==> src/rtl/id_stage.sv <==
// Instruction-decode stage: register-file addressing, immediate/control decode,
// load-use hazard detection and the ID/EX pipeline register.
module id_stage #(
    parameter int unsigned RFW = 5,
    parameter int unsigned DW  = 32,
    parameter int unsigned IW  = 32
) (
    input  logic           clk,
    input  logic           rst,
    input  logic           if_valid,
    input  logic [IW-1:0]  if_inst,
    input  logic [31:0]    if_pc,
    input  logic           flush,
    output logic [RFW-1:0] rf_reg1,
    output logic [RFW-1:0] rf_reg2,
    input  logic [DW-1:0]  rf_reg1data,
    input  logic [DW-1:0]  rf_reg2data,
    output logic           stall,
    output logic           ex_valid,
    output logic [IW-1:0]  ex_inst,
    output logic [31:0]    ex_pc,
    output logic [DW-1:0]  ex_rs1data,
    output logic [DW-1:0]  ex_rs2data,
    output logic [31:0]    ex_imm,
    output logic [RFW-1:0] ex_rd,
    output logic           ex_regwrite,
    output logic           ex_memread,
    output logic           ex_memwrite,
    output logic           ex_illegal,
    output logic [15:0]    stall_count
);

    localparam int unsigned CW = 16;
    localparam logic [CW-1:0] CNT_MAX = '1;

    localparam logic [6:0] OP_R      = 7'h33;
    localparam logic [6:0] OP_IMM    = 7'h13;
    localparam logic [6:0] OP_LOAD   = 7'h03;
    localparam logic [6:0] OP_JALR   = 7'h67;
    localparam logic [6:0] OP_STORE  = 7'h23;
    localparam logic [6:0] OP_BRANCH = 7'h63;
    localparam logic [6:0] OP_LUI    = 7'h37;
    localparam logic [6:0] OP_AUIPC  = 7'h17;
    localparam logic [6:0] OP_JAL    = 7'h6F;

    logic [6:0]     opcode;
    logic [RFW-1:0] rd;
    logic           fmt_r, fmt_i, fmt_s, fmt_b, fmt_u, fmt_j;
    logic           illegal;
    logic           uses_rs1, uses_rs2;
    logic           regwrite, memread, memwrite;
    logic [31:0]    imm;
    logic           hazard;

    assign opcode  = if_inst[6:0];
    assign rd      = RFW'(if_inst[11:7]);
    assign rf_reg1 = RFW'(if_inst[19:15]);
    assign rf_reg2 = RFW'(if_inst[24:20]);

    // Format classification; anything unlisted is illegal.
    always_comb begin
        fmt_r   = 1'b0;
        fmt_i   = 1'b0;
        fmt_s   = 1'b0;
        fmt_b   = 1'b0;
        fmt_u   = 1'b0;
        fmt_j   = 1'b0;
        illegal = 1'b0;
        case (opcode)
            OP_R:                      fmt_r   = 1'b1;
            OP_IMM, OP_LOAD, OP_JALR:  fmt_i   = 1'b1;
            OP_STORE:                  fmt_s   = 1'b1;
            OP_BRANCH:                 fmt_b   = 1'b1;
            OP_LUI, OP_AUIPC:          fmt_u   = 1'b1;
            OP_JAL:                    fmt_j   = 1'b1;
            default:                   illegal = 1'b1;
        endcase
    end

    // Immediate generation, sign-extended from inst[31].
    always_comb begin
        imm = 32'h0;
        if (fmt_i) begin
            imm = {{20{if_inst[31]}}, if_inst[31:20]};
        end else if (fmt_s) begin
            imm = {{20{if_inst[31]}}, if_inst[31:25], if_inst[11:7]};
        end else if (fmt_b) begin
            imm = {{19{if_inst[31]}}, if_inst[31], if_inst[7],
                   if_inst[30:25], if_inst[11:8], 1'b0};
        end else if (fmt_u) begin
            imm = {if_inst[31:12], 12'h000};
        end else if (fmt_j) begin
            imm = {{11{if_inst[31]}}, if_inst[31], if_inst[19:12],
                   if_inst[20], if_inst[30:21], 1'b0};
        end
    end

    assign uses_rs1 = fmt_r | fmt_i | fmt_s | fmt_b;
    assign uses_rs2 = fmt_r | fmt_s | fmt_b;
    assign regwrite = (fmt_r | fmt_i | fmt_u | fmt_j) && (rd != '0);
    assign memread  = (opcode == OP_LOAD);
    assign memwrite = (opcode == OP_STORE);

    // Load in EX whose destination feeds an operand of the instruction in ID.
    assign hazard = if_valid && ex_valid && ex_memread && (ex_rd != '0) &&
                    ((uses_rs1 && (rf_reg1 == ex_rd)) ||
                     (uses_rs2 && (rf_reg2 == ex_rd)));

    assign stall = hazard && !flush;

    // ID/EX register: reset, then flush/stall bubble, then normal capture.
    always_ff @(posedge clk) begin
        if (rst) begin
            ex_valid    <= 1'b0;
            ex_inst     <= '0;
            ex_pc       <= '0;
            ex_rs1data  <= '0;
            ex_rs2data  <= '0;
            ex_imm      <= '0;
            ex_rd       <= '0;
            ex_regwrite <= 1'b0;
            ex_memread  <= 1'b0;
            ex_memwrite <= 1'b0;
            ex_illegal  <= 1'b0;
            stall_count <= '0;
        end else begin
            if (flush || hazard) begin
                ex_valid    <= 1'b0;
                ex_regwrite <= 1'b0;
                ex_memread  <= 1'b0;
                ex_memwrite <= 1'b0;
                ex_illegal  <= 1'b0;
            end else begin
                ex_valid    <= if_valid;
                ex_inst     <= if_inst;
                ex_pc       <= if_pc;
                ex_rs1data  <= rf_reg1data;
                ex_rs2data  <= rf_reg2data;
                ex_imm      <= imm;
                ex_rd       <= rd;
                ex_regwrite <= if_valid && regwrite && !illegal;
                ex_memread  <= if_valid && memread;
                ex_memwrite <= if_valid && memwrite;
                ex_illegal  <= if_valid && illegal;
            end
            if (stall && (stall_count != CNT_MAX)) begin
                stall_count <= stall_count + CW'(1);
            end
        end
    end

endmodule

==> config.mk <==
export PLATFORM = sky130hd
export DESIGN_NAME = id_stage
export DESIGN_NICKNAME = d
export VERILOG_FILES = /design/src/rtl/id_stage.sv
export SDC_FILE = /design/constraint.sdc
export NUM_CORES = 1
export LEC_CHECK = 0
export ABC_AREA = 0
export BUFFER_PORTS_ARGS = -buffer_cell sky130_fd_sc_hd__buf_2
export CORE_MARGIN = 2
export CORE_UTILIZATION = 45
export DETAILED_ROUTE_END_ITERATION = 10
export GPL_ROUTABILITY_DRIVEN = 0
export PLACE_DENSITY = 0.76
export SYNTH_ARGS = -nofsm -noshare
export SYNTH_HDL_FRONTEND = slang
export SYNTH_SLANG_ARGS = --single-unit
==> constraint.sdc <==
create_clock -name clk -period 2.5 [get_ports clk]
set_input_delay 0.5 -clock clk [delete_from_list [all_inputs] [get_ports clk]]
set_output_delay 0.5 -clock clk [all_outputs]
set_load 0.01 [all_outputs]
==> metrics <==
status complete, no violations; Starting DRT DRC Count 682; Clock Path Buffers 2; LEAKAGE 4.54 nW; Final nets 1346; Max IR drop VDD 0.505 mV; vias per cell 5.63; hold buffers post-CTS 0; H-tree lvl count 4; ys async rst share 0; ys flop type dfxtp_1; Layout area overhead 32.0%; Cell Area, Synth 0.00768 mm2; commonest non-fill, non-tap cell in the layout buf_2; n_diodes 0; Yosys reg bits 181; Maximum Capacitance Violations 0; initial antenna violation count 0; Routed wire per std cell 17.4 um; first-pass GRT wire length 38.5 mm; worst slack at placement 0.0917 ns; fmax 413 MHz; setup slack after layout 0.0782 ns; share of cells above drive strength 1 0.344; Cell variety after synth 55; CTS Sinks 181; layout filler cell count 1512; Die Height 135 um; DRC viols 0; Placement Rows 47; Synth Instances 932; TritonCTS clock tree yes; Power Dens Cells 647 mW/mm2; min Tclk post-route 2.42 ns; most frequent cells in the layout buf_2 (325), dfxtp_1 (180), a21oi_1 (159); worst-margin pin slew 0.623 ns; Final HPWL DP 17.7 mm; dpl cell area 0.00947 mm2; sequential fraction of the synthesis area 0.472; Starting Density 0.461; worst skew pair latency 0.43 ns; Crit path arrival time 1.92 ns; Worst EP required 2.00 ns; Die X 135 um; peak fanout along the critical path 3; num ports 329; period utilization 0.969; kind of critical path reg2out; Design Power 0.00656 W; Inserted Clock Buffers 17; Reg clk slew, reported paths 0.07 ns; Yosys Warn Count 0; Routed Antenna Nets 0; Syn Area/Cell 8.24 um2; number of global-route vias before repair 7320; TNS Setup 0 ns; Post-synth EDFFs 0; Clock Root Buffer clkbuf_16; worst hold path type in2reg; Overflow after GRT 0; TritonRoute pass-1 iters 5; Total Die Area 0.0181 mm2; design area 0.0101 mm2; Worst setup SP type flip-flop; worst rel slew slack 0.585; crit end category output pin; largest net degree at the start of global routing 78; final wirelength 25.2 mm; port bufs 328; GRT Total Usage 0.265; Synthesized Nets 1065; DR vias 8134; # setup viols final 0; unrepaired setup endpoints after global routing false; Final Hold Vio Count 0; clk_skew 0.0126 ns; core box area 0.0166 mm2; count of final max-slew check failures 0
cell type report:
| class | instances | area, um2 | share of cell area |
|---|---|---|---|
| clock inverter | 12 | 144 | 0.0142 |
| timing repair buffer | 371 | 2070 | 0.204 |
| tap | 220 | 275 | 0.0272 |
| multi-input combinational | 622 | 3500 | 0.345 |
| sequential | 181 | 3630 | 0.358 |
| clock buffer | 20 | 447 | 0.0441 |
| inverter | 20 | 77.6 | 0.00766 |
cells by family (layout without fill, tap and decap cells):
logic type                 Yosys count  in the layout  synth area share
DFF                                181            181             0.472
buffers and inverters              129            423            0.0776
muxes                                9              9            0.0124
xor gates and xnor gates            11             11            0.0125
adders and majority gates            1              1           0.00163
and+or+nand+nor                    241            241             0.167
AOI/OAI and AO/OA                  360            360             0.257
worst max-delay path, stage by stage, from the launching register on:
cell	delay, ns
dfxtp_1	0.31
or4_1	0.55
nor2_2	0.14
a2111oi_4	0.04
buf_4	0.17
o21ai_4	0.07
nor2_2	0.06
buf_6	0.16
cell usage after synthesis (13+ instances only):
cell type  count  area (um2)
nand2_1       18        67.6
dfxtp_1      181        3620
o21ai_0      148         741
clkbuf_1      60         225
buf_2         29         145
a211oi_1      20         150
nor2_1        19        71.3
nand3_1      142         711
buf_4         16         120
inv_1         19        71.3
a21oi_1      159         796
nor2b_1       13        81.3
worst paths after layout:
check,slack (ns),start,to,depth (start not counted)
max,0.08,ex_inst[8]$_SDFFE_PP0N_,stall,7
min,0.31,rf_reg2data[15],ex_rs2data[15]$_SDFFE_PP0N_,3
max reg2reg,0.12,ex_inst[8]$_SDFFE_PP0N_,ex_imm[15]$_SDFFE_PP0N_,10
min reg2reg,0.47,ex_pc[8]$_SDFFE_PP0N_,ex_pc[8]$_SDFFE_PP0N_,2
timing repair:
item | in CTS | in global routing
buffers inserted | 2 | 2
hold endpoints to repair | 0 | 0
resized for setup | 6 | 5
pin swaps | 2 | 2
endpoints found under the setup margin | 1 | 10
metrics by stage:
step | std cells | hold WS, ns | utilization
3_5_place_dp | 1411 | 0.463 | 0.569
4_1_cts | 1445 | 0.304 | 0.607
5_1_grt | 1446 | 0.306 | 0.609
6_report | 1446 | 0.314 | 0.609
2_1_floorplan | 932 | 0.491 | -
3_3_place_gp | 1411 | 0.457 | 0.569
metal layers:
metal  up-vias  part of all wire  GRT usage
li1       3910                 -          -
met1      3850              0.42      0.348
met2       339              0.48      0.434
met3        35             0.077     0.0668
met4         0             0.019     0.0801
met5         -                 0          0
flip-flops by register name, indices dropped and copies added, names as in the netlist:
register / count
ex_valid: 1
ex_memwrite: 1
ex_inst: 32
ex_rs2data: 32
ex_imm: 32
ex_memread: 1
ex_rs1data: 32
stall_count: 16
ex_regwrite: 1
ex_illegal: 1
ex_pc: 32
power by group:
part	leakage (nW)	switching, W	internal [W]
registers	1.49	0.0000589	0.00301
logic	2.77	0.000463	0.000322
clock network	0.284	0.00118	0.00152
total	4.54	0.00170	0.00486
No activity file was read; power rests on OpenSTA's default activity.
